**config.mk**
```make
export PLATFORM = sky130hd
export DESIGN_NAME = comp_stream
export DESIGN_NICKNAME = d
export VERILOG_FILES = /design/src/rtl/comp_stream.sv
export SDC_FILE = /design/constraint.sdc
export NUM_CORES = 1
export LEC_CHECK = 0
export ABC_AREA = 0
export CAP_MARGIN = 0
export CORE_ASPECT_RATIO = 1.75
export CORE_UTILIZATION = 40
export DETAILED_ROUTE_END_ITERATION = 6
export DONT_BUFFER_PORTS = 1
export GPL_TIMING_DRIVEN = 0
export HOLD_SLACK_MARGIN = 0.15
export PLACE_DENSITY = 0.64
export SYNTH_ARGS = -nofsm -noshare
export SYNTH_HDL_FRONTEND = slang
export SYNTH_SLANG_ARGS = --single-unit
```
**constraint.sdc**
```tcl
create_clock -name Clk -period 2.3 [get_ports Clk]
set_clock_uncertainty 0.05 [all_clocks]
set_input_delay 0.23 -clock Clk [delete_from_list [all_inputs] [get_ports Clk]]
set_output_delay 0.23 -clock Clk [all_outputs]
set_load 0.03 [all_outputs]
```
**src/rtl/comp_stream.sv**
```systemverilog
// Two-stage, stallable multi-lane magnitude comparator with a valid/ready stream
// interface, runtime signed/unsigned mode and saturating transfer statistics.
module comp_stream #(
  parameter int DATAWIDTH = 32,
  parameter int LANES     = 4,
  parameter int CNTWIDTH  = 16
) (
  input  logic                       Clk,
  input  logic                       Rst,
  input  logic                       in_valid,
  output logic                       in_ready,
  input  logic [LANES*DATAWIDTH-1:0] a,
  input  logic [LANES*DATAWIDTH-1:0] b,
  input  logic                       is_signed,
  output logic                       out_valid,
  input  logic                       out_ready,
  output logic [LANES-1:0]           gt,
  output logic [LANES-1:0]           lt,
  output logic [LANES-1:0]           eq,
  output logic                       all_eq,
  output logic                       any_gt,
  input  logic                       clr,
  output logic [CNTWIDTH-1:0]        xfer_cnt,
  output logic [CNTWIDTH-1:0]        match_cnt
);

  localparam int VW = LANES * DATAWIDTH;
  localparam logic [CNTWIDTH-1:0] CNT_ONE = CNTWIDTH'(1);

  // Flipping the sign bit maps two's-complement order onto unsigned order.
  function automatic logic [2:0] lane_cmp(input logic [DATAWIDTH-1:0] x,
                                          input logic [DATAWIDTH-1:0] y,
                                          input logic             sgn);
    logic [DATAWIDTH-1:0] xb;
    logic [DATAWIDTH-1:0] yb;
    xb = x;
    yb = y;
    if (sgn) begin
      xb[DATAWIDTH-1] = ~x[DATAWIDTH-1];
      yb[DATAWIDTH-1] = ~y[DATAWIDTH-1];
    end else begin
      xb = x;
      yb = y;
    end
    if (xb > yb) begin
      return 3'b100;
    end else if (xb < yb) begin
      return 3'b010;
    end else begin
      return 3'b001;
    end
  endfunction

  logic          r_s1_valid;
  logic [VW-1:0] r_a;
  logic [VW-1:0] r_b;
  logic          r_sgn;

  logic             r_s2_valid;
  logic [LANES-1:0] r_gt;
  logic [LANES-1:0] r_lt;
  logic [LANES-1:0] r_eq;

  logic [CNTWIDTH-1:0] r_xfer_cnt;
  logic [CNTWIDTH-1:0] r_match_cnt;

  logic             w_en1;
  logic             w_en2;
  logic             w_xfer;
  logic             w_all_eq;
  logic [LANES-1:0] w_gt;
  logic [LANES-1:0] w_lt;
  logic [LANES-1:0] w_eq;

  assign w_en2    = !r_s2_valid || out_ready;
  assign w_en1    = !r_s1_valid || w_en2;
  assign w_xfer   = r_s2_valid && out_ready;
  assign w_all_eq = &r_eq;

  assign in_ready  = w_en1;
  assign out_valid = r_s2_valid;
  assign gt        = r_gt;
  assign lt        = r_lt;
  assign eq        = r_eq;
  assign all_eq    = w_all_eq;
  assign any_gt    = |r_gt;
  assign xfer_cnt  = r_xfer_cnt;
  assign match_cnt = r_match_cnt;

  // Per-lane compare of the stage-1 operands.
  always_comb begin
    logic [2:0] w_res;
    w_gt  = '0;
    w_lt  = '0;
    w_eq  = '0;
    w_res = 3'b000;
    for (int i = 0; i < LANES; i++) begin
      w_res   = lane_cmp(r_a[i*DATAWIDTH +: DATAWIDTH], r_b[i*DATAWIDTH +: DATAWIDTH], r_sgn);
      w_gt[i] = w_res[2];
      w_lt[i] = w_res[1];
      w_eq[i] = w_res[0];
    end
  end

  // Stage 1: capture operands and mode on accept; a bubble only clears valid.
  always_ff @(posedge Clk or negedge Rst) begin
    if (!Rst) begin
      r_s1_valid <= 1'b0;
      r_a        <= '0;
      r_b        <= '0;
      r_sgn      <= 1'b0;
    end else if (w_en1) begin
      r_s1_valid <= in_valid;
      if (in_valid) begin
        r_a   <= a;
        r_b   <= b;
        r_sgn <= is_signed;
      end else begin
        r_a   <= r_a;
        r_b   <= r_b;
        r_sgn <= r_sgn;
      end
    end else begin
      r_s1_valid <= r_s1_valid;
    end
  end

  // Stage 2: register the flags; they hold through bubbles and stalls.
  always_ff @(posedge Clk or negedge Rst) begin
    if (!Rst) begin
      r_s2_valid <= 1'b0;
      r_gt       <= '0;
      r_lt       <= '0;
      r_eq       <= '0;
    end else if (w_en2) begin
      r_s2_valid <= r_s1_valid;
      if (r_s1_valid) begin
        r_gt <= w_gt;
        r_lt <= w_lt;
        r_eq <= w_eq;
      end else begin
        r_gt <= r_gt;
        r_lt <= r_lt;
        r_eq <= r_eq;
      end
    end else begin
      r_s2_valid <= r_s2_valid;
    end
  end

  // Saturating statistics; clr wins over a same-cycle increment.
  always_ff @(posedge Clk or negedge Rst) begin
    if (!Rst) begin
      r_xfer_cnt  <= '0;
      r_match_cnt <= '0;
    end else if (clr) begin
      r_xfer_cnt  <= '0;
      r_match_cnt <= '0;
    end else if (w_xfer) begin
      if (&r_xfer_cnt) begin
        r_xfer_cnt <= r_xfer_cnt;
      end else begin
        r_xfer_cnt <= r_xfer_cnt + CNT_ONE;
      end
      if (w_all_eq && !(&r_match_cnt)) begin
        r_match_cnt <= r_match_cnt + CNT_ONE;
      end else begin
        r_match_cnt <= r_match_cnt;
      end
    end else begin
      r_xfer_cnt  <= r_xfer_cnt;
      r_match_cnt <= r_match_cnt;
    end
  end

endmodule

```
**Word level (Yosys, flattened, before mapping)**

Index checks and enable logic that the tools add are counted.

- Bits in registers: 303
- Latch bits: 0
- Memory bits (writable): 0
- ROM bits: 0
- Bits of input ports: 262
- Output and inout port bits: 48
- Word-level logic and storage cells: 68
- Memories kept: 0

- $add $sub $neg: 2
- $mul: 0
- Divide/modulo/power cells: 0
- Order comparisons: 8
- Equal/unequal tests: 1
- Shift-type cells: 0
- Multiplexer cells: 22
- Bitwise operators: 8
- Reduce and logical (&&, ||, !) cells: 17

Operators with widths:

| cell | count |
|---|---|
| 32-bit greater-than comparator | 4 |
| 32-bit less-than comparator | 4 |
| 16-bit 2-to-1 mux | 6 |
| 16-bit by 1-bit adder with 16-bit output, second input constant | 2 |
| 16-bit AND reduction | 2 |
| 3-bit 2-to-1 mux | 4 |
| 1-bit 2-to-1 mux | 8 |
| 2-bit 2-to-1 mux | 4 |
| 1-bit NOT | 8 |
| 2-bit AND reduction | 4 |
| 4-bit AND reduction | 1 |
| 2-bit nonzero test | 2 |
| 4-bit OR reduction | 1 |
| 1-bit logical NOT | 3 |
| 1-bit logical AND | 2 |
| 1-bit logical OR | 2 |
| 2-bit inequality test, second input constant | 1 |

**Logic depth before layout (Yosys ltp)**

- Depth in word-level cells: 6
- Gate-level depth with buffers: 8
- Mapped depth without buffers: 8

**Worst setup path after synthesis**

OpenSTA, ideal clock, no wires.

- Path kind: register to register
- From: register r_s2_valid, in the netlist out_valid
- To: register r_a[0]
- Data arrival time: 1.984 ns
- Required time: 2.125 ns
- Setup slack: 0.142 ns
- Stages on the path, launching flop included: 6
- Path buffers: 2
- Period minus slack after synthesis: 2.158 ns
- Cell sequence: dfrtp_1 nand3b_1 nand2_1 clkbuf_1 buf_2 mux2_2

- Longest elaborated chain between the ends: 4

Ends and longest elaborated chain:

| item | RTL line | text |
|---|---|---|
| start, declared | 59 | `logic r_s2_valid;` |
| start signal, assigned | 136 | `r_s2_valid <= r_s1_valid;` |
| start signal, assigned | 147 | `r_s2_valid <= r_s2_valid;` |
| 1-bit logical NOT | 75 | `assign w_en2 = !r_s2_valid \|\| out_ready;` |
| 1-bit logical OR | 75 |  |
| 1-bit logical OR | 76 | `assign w_en1 = !r_s1_valid \|\| w_en2;` |
| named net in_ready | 11 | `output logic in_ready,` |
| 2-bit AND reduction (no line) | -- |  |
| end signal, assigned | 119 | `r_a <= r_a;` |
| end, declared | 55 | `logic [VW-1:0] r_a;` |

The timed path passes the listed nets, and every way through them passes these cells.
A chain may end at the register's enable or synchronous reset.

**Final worst setup path**

- From: register r_a[45]
- To: register r_gt[1], in the netlist gt[1]

- Longest elaborated chain between the ends: 2

Ends and longest elaborated chain:

| item | RTL line | text |
|---|---|---|
| 32-bit greater-than comparator | 45 | `if (xb > yb) begin` |
| 3-bit 2-to-1 mux | 45 |  |
| end signal, assigned | 138 | `r_gt <= w_gt;` |
| end signal, assigned | 142 | `r_gt <= r_gt;` |
| end, declared | 60 | `logic [LANES-1:0] r_gt;` |

Every way passes these cells.

==> results.py <==
metrics = {
    "run_status": {
        "status": "complete, but fails checks",
        "violations": "negative hold slack",
    },
    "clock_tree": {
        "cts-root-buf": "clkbuf_16",
        "clk-insertion-delay-late_ps": 560,
        "tritoncts": "built",
        "h-tree-depth": 1,
        "cts_sinks": 303,
        "cts_buffers": 28,
        "path_clk_slew_ps": 70,
        "clk_path_buf_depth": 3,
    },
    "job": {
        "drv_cap": 0,
    },
    "global_routing": {
        "grt_max_degree": 304,
        "grt_pass1_vias": 11800,
        "track_usage": 0.1984,
        "grt_overflow": 0,
        "antenna_found_initial": 5,
        "grt_pass1_wl_mm": 59.64,
    },
    "logic_synthesis": {
        "ys.flop_type": "dfrtp_1",
        "synth_area_leaders": "dfrtp_1 51%, mux2_2 19%, ha_1 11%, inv_1 3.2%, a21oi_1 2.0%",
        "synth_fp_nets": 1611,
        "synth_cell_types": 55,
        "yosysMostFrequentCell": "dfrtp_1",
        "async_reset_ff_frac": 1.000,
        "synthCells": 1223,
        "synth.ff_latch_count": 303,
        "synth_area_um2": 14970,
        "yosysTopAreaCell": "dfrtp_1",
        "synth_edf_count": 0,
        "yosysTopAreaCellShare": 0.5065,
        "synthTopCellsByCount": "303 x dfrtp_1, 257 x mux2_2, 127 x inv_1, 126 x ha_1",
        "syn_avg_cell_area_um2": 12.24,
        "ys_warn_count": 0,
        "synth-seq-area-share": 0.5065,
    },
    "floorplan": {
        "die_w_um": 148.2,
        "row_count": 93,
        "fp.dieH_um": 257.9,
        "coreArea_um2": 36890,
        "io_pins": 310,
        "die-area_um2": 38230,
        "start_util": 0.4059,
    },
    "final_layout": {
        "drive_gt1_frac": 0.2515,
        "filler_cell_count": 3048,
        "stdcell_count": 2015,
        "area_delta_synth_final_pct": 30.50,
        "layout.nets": 1906,
        "final_core_util": 0.5296,
    },
    "placement": {
        "gp_congestion": 0.7966,
        "dp_hpwl_mm": 26.82,
        "dp_cells": 1698,
        "io_buffers": 0,
    },
    "timing": {
        "maxSlewViolCount": 0,
        "setup_viol": 0,
        "finalCritPeriodShare": 0.9941,
        "hold_ws_ps": -680.9,
        "rsz0062_at_grt": "yes",
        "relSlewSlack": 0.1696,
        "worst_slew_pin_slew_ps": 1246,
        "hold_viol": 303,
        "fin_crit_ps": 2286,
        "clock.fmax_ghz": 0.4374,
    },
    "setup_path": {
        "start_kind": "flip-flop",
        "endpoint_kind": "flip-flop",
        "worstPathRequired_ps": 2710,
        "path_class": "reg -> reg",
        "crit_arrival_ps": 2690,
        "path_max_fanout": 3,
    },
    "route": {
        "wl_met3_mm": 1.913,
        "antenna_left": 0,
        "dr.pass1.iters": 4,
        "wirelength_mm": 37.70,
        "viasPerCell": 5.125,
        "route.met2.wl_mm": 21.24,
        "drc": 0,
        "wl_met1_mm": 13.24,
        "drtIter0Drc": 321,
        "wl_per_cell_um": 18.71,
        "dr.max_layer_used": "met4",
        "vias": 10330,
    },
    "power": {
        "max-vdd-ir-drop_mv": 0.6136,
        "powerDensity_nw_per_um2": 743.5,
        "leakage_uw": 0.008808,
    },
    "min_path": {
        "hold_path.class": "in -> async",
    },
}
metrics by stage:
step	worst slack (ps)	power, µW	area [µm²]	setup TNS, ps
finish	13.51	14520	19540	0
global route	-111.4	15340	19540	-546.3
CTS	0.8669	14520	19290	0
detailed placement	-838.0	9230	15560	-179620
global placement	-826.7	9112	15560	-176910
floorplan	141.6	8558	14970	0
sequential cells by signal (all words and copies together) (netlist names):
register	count
r_a	128
eq	4
lt	4
gt	4
r_b	128
xfer_cnt	16
match_cnt	16
r_sgn	1
r_s1_valid	1
out_valid	1
placed cells by master (no fill, tap or decap), types with 27 or more instances in the layout:
cell type and n:
ha_1 118, nand4_1 27, buf_4 28, xor2_1 28, nor2_1 59, inv_1 126, nand3_1 27, nand2_1 46
dfrtp_1 295, clkbuf_16 29, a21oi_1 53, mux2_2 257, dlygate4sd3_1 262
critical path: stages, from the launching register on:
cell      delay, ps
dfrtp_1         400
ha_1            320
nand4_1         170
nor2_1           80
a221o_1         310
o311a_1         380
nor4bb_4        260
buf_4           170
nor3b_1          50
path summary, 6_finish.rpt:
| kind | startpoint | end | slack [ps] | depth (start not counted) |
|---|---|---|---|---|
| setup / recovery | r_a[45]$_DFFE_PN0P_ | gt[1]$_DFFE_PN0P_ | 10 | 8 |
| hold / removal | Rst | r_a[118]$_DFFE_PN0P_ | -680 | 0 |
| setup reg to reg | r_a[45]$_DFFE_PN0P_ | gt[1]$_DFFE_PN0P_ | 10 | 8 |
| hold reg to reg | r_b[87]$_DFFE_PN0P_ | r_b[87]$_DFFE_PN0P_ | 450 | 1 |
| max in group asynchronous | Rst | eq[3]$_DFFE_PN0P_ | 1850 | 0 |
| min in group Clk | out_ready | match_cnt[8]$_DFFE_PN0P_ | 190 | 4 |
layer usage:
| layer | GRT usage | up-vias |
|---|---|---|
| li1 | - | 4858 |
| met1 | 0.1943 | 5126 |
| met2 | 0.3957 | 255 |
| met3 | 0.03922 | 87 |
| met4 | 0.07761 | 0 |
| met5 | 0 | - |
layout make-up:
class                      count  area [µm²]  area share
antenna                        5       12.51   0.0006405
buffer                        31       229.0     0.01172
clock buffer                  44       862.1     0.04413
clock inverter                 3       65.06    0.003330
inverter                     127       476.7     0.02440
multi-input combinational    758        7025      0.3596
sequential                   303        7592      0.3886
tap                          475       594.3     0.03042
timing repair buffer         269        2679      0.1371
cells by family (layout without fill, tap and decap cells):
family                   after synthesis  after routing  synth area share
adder cells (fa/ha/maj)              126            126            0.1053
buffers and inverters                162            474           0.04262
flip-flops                           303            303            0.5065
other                                  0              5                 0
AND/OR/NAND/NOR                      218            218           0.07681
XOR/XNOR                              35             35           0.02048
multiplexers                         259            259            0.1947
AO/OA/AOI/OAI                        120            120           0.05366
what timing repair did:
item                       CTS  global route
pin swaps                   10            15
gates resized for setup     47            45
hold buffers               261             1
hold endpoints to repair   575           310
setup endpoints to repair  284           222
setup buffers                4             3
report_power, final:
group / internal (µW) / switching (µW) / leakage, µW
clock: 2770 / 2020 / 0.000455
sequential: 6050 / 582 / 0.00360
combinational: 1710 / 1390 / 0.00475
total: 10500 / 3990 / 0.00881
Note: power is estimated with default switching activity, not from simulation.
==> variant 1, RTL diff (same settings) <==
Register the output `xfer_cnt` once more, without a reset; this adds one clock of latency there. The other outputs are not delayed to match.
--- a/src/rtl/comp_stream.sv
+++ b/src/rtl/comp_stream.sv
@@ -84,7 +84,9 @@
   assign eq        = r_eq;
   assign all_eq    = w_all_eq;
   assign any_gt    = |r_gt;
-  assign xfer_cnt  = r_xfer_cnt;
+  always_ff @(posedge Clk) begin
+    xfer_cnt <= r_xfer_cnt;
+  end
   assign match_cnt = r_match_cnt;
 
   // Per-lane compare of the stage-1 operands.
Check against the original RTL: not equivalent (Yosys sat finds a counterexample within 4 cycles, from zero or initial values and one cycle with Rst low).
==> variant 1 against the original RTL <==
The flow finishes with violations (negative hold slack, negative setup slack); cell area is 1.7% higher; via count is 3.2% higher; wire length is 4.4% higher; die area is 1.6% higher; largest power group unchanged; worst setup slack worse by 0.017 ns; first-iteration DRC count is 12% lower; critical path type unchanged; sequential power is 4.7% higher; sequential cell count is 16 higher; total power is 3.3% higher; area after synthesis is 1.6% higher.
==> variant 1: results (changes against the original RTL) <==
| Metric | Value |
|---|---|
| Failing checks | `negative hold slack, negative setup slack (was negative hold slack)` |
| Final hold vios | `303 (unchanged)` |
| Via Count | `10657 (was 10326)` |
| GRT Overall Usage | `20.0% (was 19.8%)` |
| Worst-margin pin slew | `0.845 ns (was 1.25 ns)` |
| Distinct cells, synth | `54 (was 55)` |
| First-pass GRT wire length | `60200 um (was 59600 um)` |
| Fraction of registers with async set/reset | `95.0% (was 100%)` |
| DR iter-0 viols | `281 (was 321)` |
| Commonest cells post-synth | `303 x dfrtp_1, 257 x mux2_2, 128 x ha_1, 128 x inv_1, 63 x a21oi_1 (was 303 x dfrtp_1, 257 x mux2_2, 127 x inv_1)` |
| Sequential area share after synthesis | `51.9% (was 50.6%)` |
| Hold_ws | `-0.689 ns (was -0.681 ns)` |
| Routability Congestion | `0.832 (was 0.797)` |
| Avg WL per Cell | `19.2 um (was 18.7 um)` |
| Hold-fix buffers at CTS | `261 (unchanged)` |
| Synth area leaders | `dfrtp_1 50%, mux2_2 19%, ha_1 11%, inv_1 3.2%, dfxtp_1 2.1% (was dfrtp_1 51%, mux2_2 19%, ha_1 11%, inv_1 3.2%, a21oi_1 2.0%)` |
| Reg2reg start | `r_sgn (was r_a[45])` |
| Largest net degree at the start of global routing | `304 (unchanged)` |
| Num CTS Buffers | `30 (was 28)` |
| Cells after DPL | `1716 (was 1698)` |
| Mapped Cells | `1236 (was 1223)` |
| R2R depth | `9 (was 8)` |
| Leak Pwr | `8.95 nW (was 8.81 nW)` |
| ANT nets after route | `0 (unchanged)` |
| CP top delay family | `simple AND/OR/NAND/NOR gates (was compound AO/OA/AOI/OAI gates)` |
| Fraction of layout cells with a size suffix above 1 | `24.6% (was 25.1%)` |
| Worst-path clk slew | `0.07 ns (about the same)` |
| Post-DP HPWL | `27600 um (was 26800 um)` |
| R2r endpoint | `lt[0] (was gt[1])` |
| Avg Vias per Cell | `5.19 (was 5.12)` |
| Vias in the first global route | `11733 (was 11800)` |
| Setup ws final | `-0.00380 ns (was 0.0135 ns)` |
| Peak supply drop | `0.000764 V (was 0.000614 V)` |
| Regs by FF count | `r_a (128), r_b (128) (unchanged)` |
| Total global routing overflow | `0 (unchanged)` |
| Critical path arrival | `2.70 ns (was 2.69 ns)` |
| Finish-stage setup viols | `1 (was 0)` |
| Status | `finished, violations left (unchanged)` |
| Initial antenna violation count | `10 (was 5)` |
| Nets | `1927 (was 1906)` |
| CP Max Fanout | `6 (was 3)` |
| Slowest stage delay, CP | `0.37 ns (was 0.40 ns)` |
| Syn_nets | `1626 (was 1611)` |
| Synth Warn # | `0 (unchanged)` |
variant 1: cell families (layout without fill, tap and decap cells):
group	Yosys count	in the layout	synth area share, %
AOI/OAI and AO/OA	128	128	5.29
xor gates and xnor gates	31	31	1.78
adders and majority gates	128	128	10.5
buffers and inverters	163	488	4.24
DFF	319	319	51.9
muxes	258	258	19.1
other	0	11	0
and+or+nand+nor	209	209	7.14
variant 1: worst max-delay path by stage:
stage	startpoint	end	cells past startpoint	slack, ns
final	r_sgn	lt[0]	9	-0.004
after global routing	r_sgn	lt[0]	9	-0.10
after CTS	r_sgn	lt[0]	9	-0.03
after detailed placement	out_valid	r_b[2]	5	-0.91
after global placement	out_valid	r_b[76]	5	-0.90
after floorplan	r_sgn	lt[0]	9	0.16
variant 1: layout make-up:
cell class,count,area [um^2]
inverters,128,480
plain buffers,33,292
multi-input cells,754,6900
flip-flops and latches,319,7910
well taps,480,601
diodes,11,27.5
clock inverters,5,31.3
repair buffers,271,2710
clock buffers,51,923
fillers,3079,17600
variant 1: worst reg2reg max path, cell delays in order (launching register included):
cell     delay [ns]
dfrtp_1        0.37
buf_6          0.14
xor2_1         0.16
ha_1           0.30
nand4_1        0.21
nor4_4         0.28
and4_4         0.29
o31ai_2        0.07
and3_4         0.18
a21o_1         0.15
variant 1: repair_timing:
| item | in CTS | in global routing |
|---|---|---|
| pin swaps | 12 | 12 |
| endpoints found under the setup margin | 269 | 82 |
| endpoints found under the hold margin | 564 | 303 |
| setup buffers | 6 | 4 |
| resized for setup | 47 | 49 |
variant 1: routing by layer:
layer  up-vias  global-route usage (%)  wire, um
li1       4932                       -         -
met1      5300                    20.2     13900
met4         0                    8.65      1450
met2       334                    38.5     21800
met3        91                    3.95      2210
met5         -                       0         0
variant 1: through the flow:
| stage | instance area [um^2] | hold slack (ns) | worst slack (ns) | setup TNS (ns) |
|---|---|---|---|---|
| global route | 19900 | -0.711 | -0.101 | -0.318 |
| detailed placement | 15800 | -0.107 | -0.910 | -187.65 |
| floorplan | 15200 | -0.116 | 0.157 | 0 |
| finish | 19900 | -0.689 | -0.00380 | -0.00380 |
| global placement | 15800 | -0.108 | -0.897 | -185.09 |
| CTS | 19600 | -0.727 | -0.0316 | -0.0541 |
variant 1: power by group:
part / total, W / leakage (nW) / switching (W) / internal [W]
logic: 0.00317 / 4.75 / 0.00143 / 0.00174
clock network: 0.00489 / 0.468 / 0.00216 / 0.00273
registers: 0.00694 / 3.74 / 0.000602 / 0.00634
total: 0.0150 / 8.95 / 0.00419 / 0.0108
==> variant 2, RTL diff (same flow settings) <==
Made on the original files. Set the parameter `LANES` to 8 (it was 4).
--- a/src/rtl/comp_stream.sv
+++ b/src/rtl/comp_stream.sv
@@ -2,7 +2,7 @@
 // interface, runtime signed/unsigned mode and saturating transfer statistics.
 module comp_stream #(
   parameter int DATAWIDTH = 32,
-  parameter int LANES     = 4,
+  parameter int LANES     = 8,
   parameter int CNTWIDTH  = 16
 ) (
   input  logic                       Clk,
Ports: changed (5 resized); port bits go from 310 to 578. No check against the original RTL was run, so the function may have changed too.
==> variant 2 against the original RTL <==
The run ends with negative hold slack, max-slew violations, negative setup slack left; clock power grew 100%; utilization up 2.3 points; cell area increased by 93%; count of clock-buffer cells in the layout up 30; worst hold slack worse by 0.047 ns; wire length increased to 2.5 times the old value; global-route usage up 5.8 points; area after synthesis increased by 84%; worst setup slack worse by 0.13 ns; sequential cell count up 268; total power up 99%; sequential power is 89% higher; largest cell class unchanged; largest power group unchanged; highest routed layer is now met5.
==> variant 2: results (changes against the original RTL) <==
| Metric | Value |
|---|---|
| Status | `finished, violations left (unchanged)` |
| Failing checks | `negative hold slack, max-slew violations, negative setup slack (was negative hold slack)` |
| Distinct cells, synth | `51 (was 55)` |
| Vias in the first global route | `24051 (was 11800)` |
| Sequential area share after synthesis | `51.9% (was 50.6%)` |
| Synth area leaders | `dfrtp_1 52%, ha_1 11%, mux2_2 11%, o21ai_0 4.8%, nand2_1 4.6% (was dfrtp_1 51%, mux2_2 19%, ha_1 11%, inv_1 3.2%, a21oi_1 2.0%)` |
| Critical path arrival | `2.86 ns (was 2.69 ns)` |
| Via Count | `22236 (was 10326)` |
| Post-DP HPWL | `64700 um (was 26800 um)` |
| Switching share of power | `30.0% (was 27.5%)` |
| Peak supply drop | `0.000734 V (was 0.000614 V)` |
| Avg WL per Cell | `22.8 um (was 18.7 um)` |
| GRT Overall Usage | `25.6% (was 19.8%)` |
| # fillers | `5500 (was 3048)` |
| Commonest cells post-synth | `571 x dfrtp_1, 340 x nand2_1, 266 x o21ai_0 (was 303 x dfrtp_1, 257 x mux2_2, 127 x inv_1)` |
| Leak Pwr | `16.9 nW (was 8.81 nW)` |
| Cell Count, Final, Fillers Out | `4147 (was 2015)` |
| Flop+latch power | `0.0125 W (was 0.00663 W)` |
| Final hold vios | `571 (was 303)` |
| DR iter-0 viols | `1139 (was 321)` |
| Largest net degree at the start of global routing | `572 (was 304)` |
| Cells after DPL | `3469 (was 1698)` |
| R2R depth | `7 (was 8)` |
| Worst-margin pin slew | `1.64 ns (was 1.25 ns)` |
| Setup ws final | `-0.112 ns (was 0.0135 ns)` |
| Hold_ws | `-0.728 ns (was -0.681 ns)` |
| Comb pwr | `0.00669 W (was 0.00310 W)` |
| Register area | `14300 um^2 (was 7590 um^2)` |
| Mapped Cells | `2565 (was 1223)` |
| TritonRoute pass-1 iters | `6 (was 4)` |
| First-pass GRT wire length | `138000 um (was 59600 um)` |
| Placed Area | `28700 um^2 (was 15600 um^2)` |
| PostCTS Resize Cnt | `180 (was 47)` |
| Worst-skew pair later-pin latency | `0.62 ns (was 0.56 ns)` |
| Place WS | `-1.56 ns (was -0.838 ns)` |
| Regs by FF count | `r_a (256), r_b (256) (was r_a (128), r_b (128))` |
| Final TNS setup | `-1.18 ns (was 0 ns)` |
| Routability Congestion | `0.914 (was 0.797)` |
| Hold-fix buffers at CTS | `517 (was 261)` |
| Slew Viols, Final | `134 (was 0)` |
| Num CTS Buffers | `54 (was 28)` |
| Seq pwr share | `43.4% (was 45.7%)` |
| Reg2reg start | `r_b[85] (was r_a[45])` |
| Initial antenna violation count | `37 (was 5)` |
| Syn_nets | `3333 (was 1611)` |
| Finish-stage setup viols | `70 (was 0)` |
| Post-CTS Setup Repair Bufs | `6 (was 4)` |
| Nets | `3936 (was 1906)` |
## variant 2: cell count changes after synthesis, sizes merged, moves of 25 or more
| cell | unedited run | this run |
|---|---|---|
| buf | 27 | 52 |
| a21oi | 59 | 115 |
| ha | 126 | 250 |
| nand2 | 48 | 340 |
| dfrtp | 303 | 571 |
| nand4 | 28 | 53 |
| o21ai | 15 | 288 |
| inv | 127 | 262 |
| clkbuf | 8 | 42 |
## variant 2: kinds of logic after synthesis
logic type,after synthesis,share of synthesized area [%]
muxes,266,10.9
AOI/OAI and AO/OA,483,9.77
adders and majority gates,250,11.4
buffers and inverters,356,5.07
DFF,571,51.9
and+or+nand+nor,605,10.0
xor gates and xnor gates,34,1.08
## variant 2: critical path: stages, from the launching register on
cell	delay, ns
dfrtp_1	0.36
inv_1	0.09
ha_4	0.28
nand4_1	0.16
nor4_4	0.37
nand3_2	0.16
or4_4	0.62
nor3b_2	0.19
## variant 2: per-layer routing
layer / part of all wire (%) / up-vias / global-route usage [%]
li1: - / 10048 / -
met1: 38 / 10999 / 29.0
met2: 51 / 888 / 45.3
met3: 6.1 / 289 / 5.89
met4: 4.7 / 12 / 12.2
met5: 0.086 / - / 0
## variant 2: cell type report
class	count	area share, %
sequential	571	37.9
multi-input combinational	1638	33.8
timing repair buffer	548	14.8
clock buffer	74	4.13
tap	903	2.99
buffer	93	2.74
inverter	262	2.60
clock inverter	25	0.822
antenna	33	0.219
## variant 2: worst paths after layout
kind	end	slack [ns]
setup / recovery	gt[2]	-0.11
setup reg to reg	gt[2]	-0.11
hold reg to reg	r_b[64]	0.46
hold / removal	r_a[199]	-0.73
max in group asynchronous	r_b[58]	1.64
min in group Clk	r_b[249]	0.22
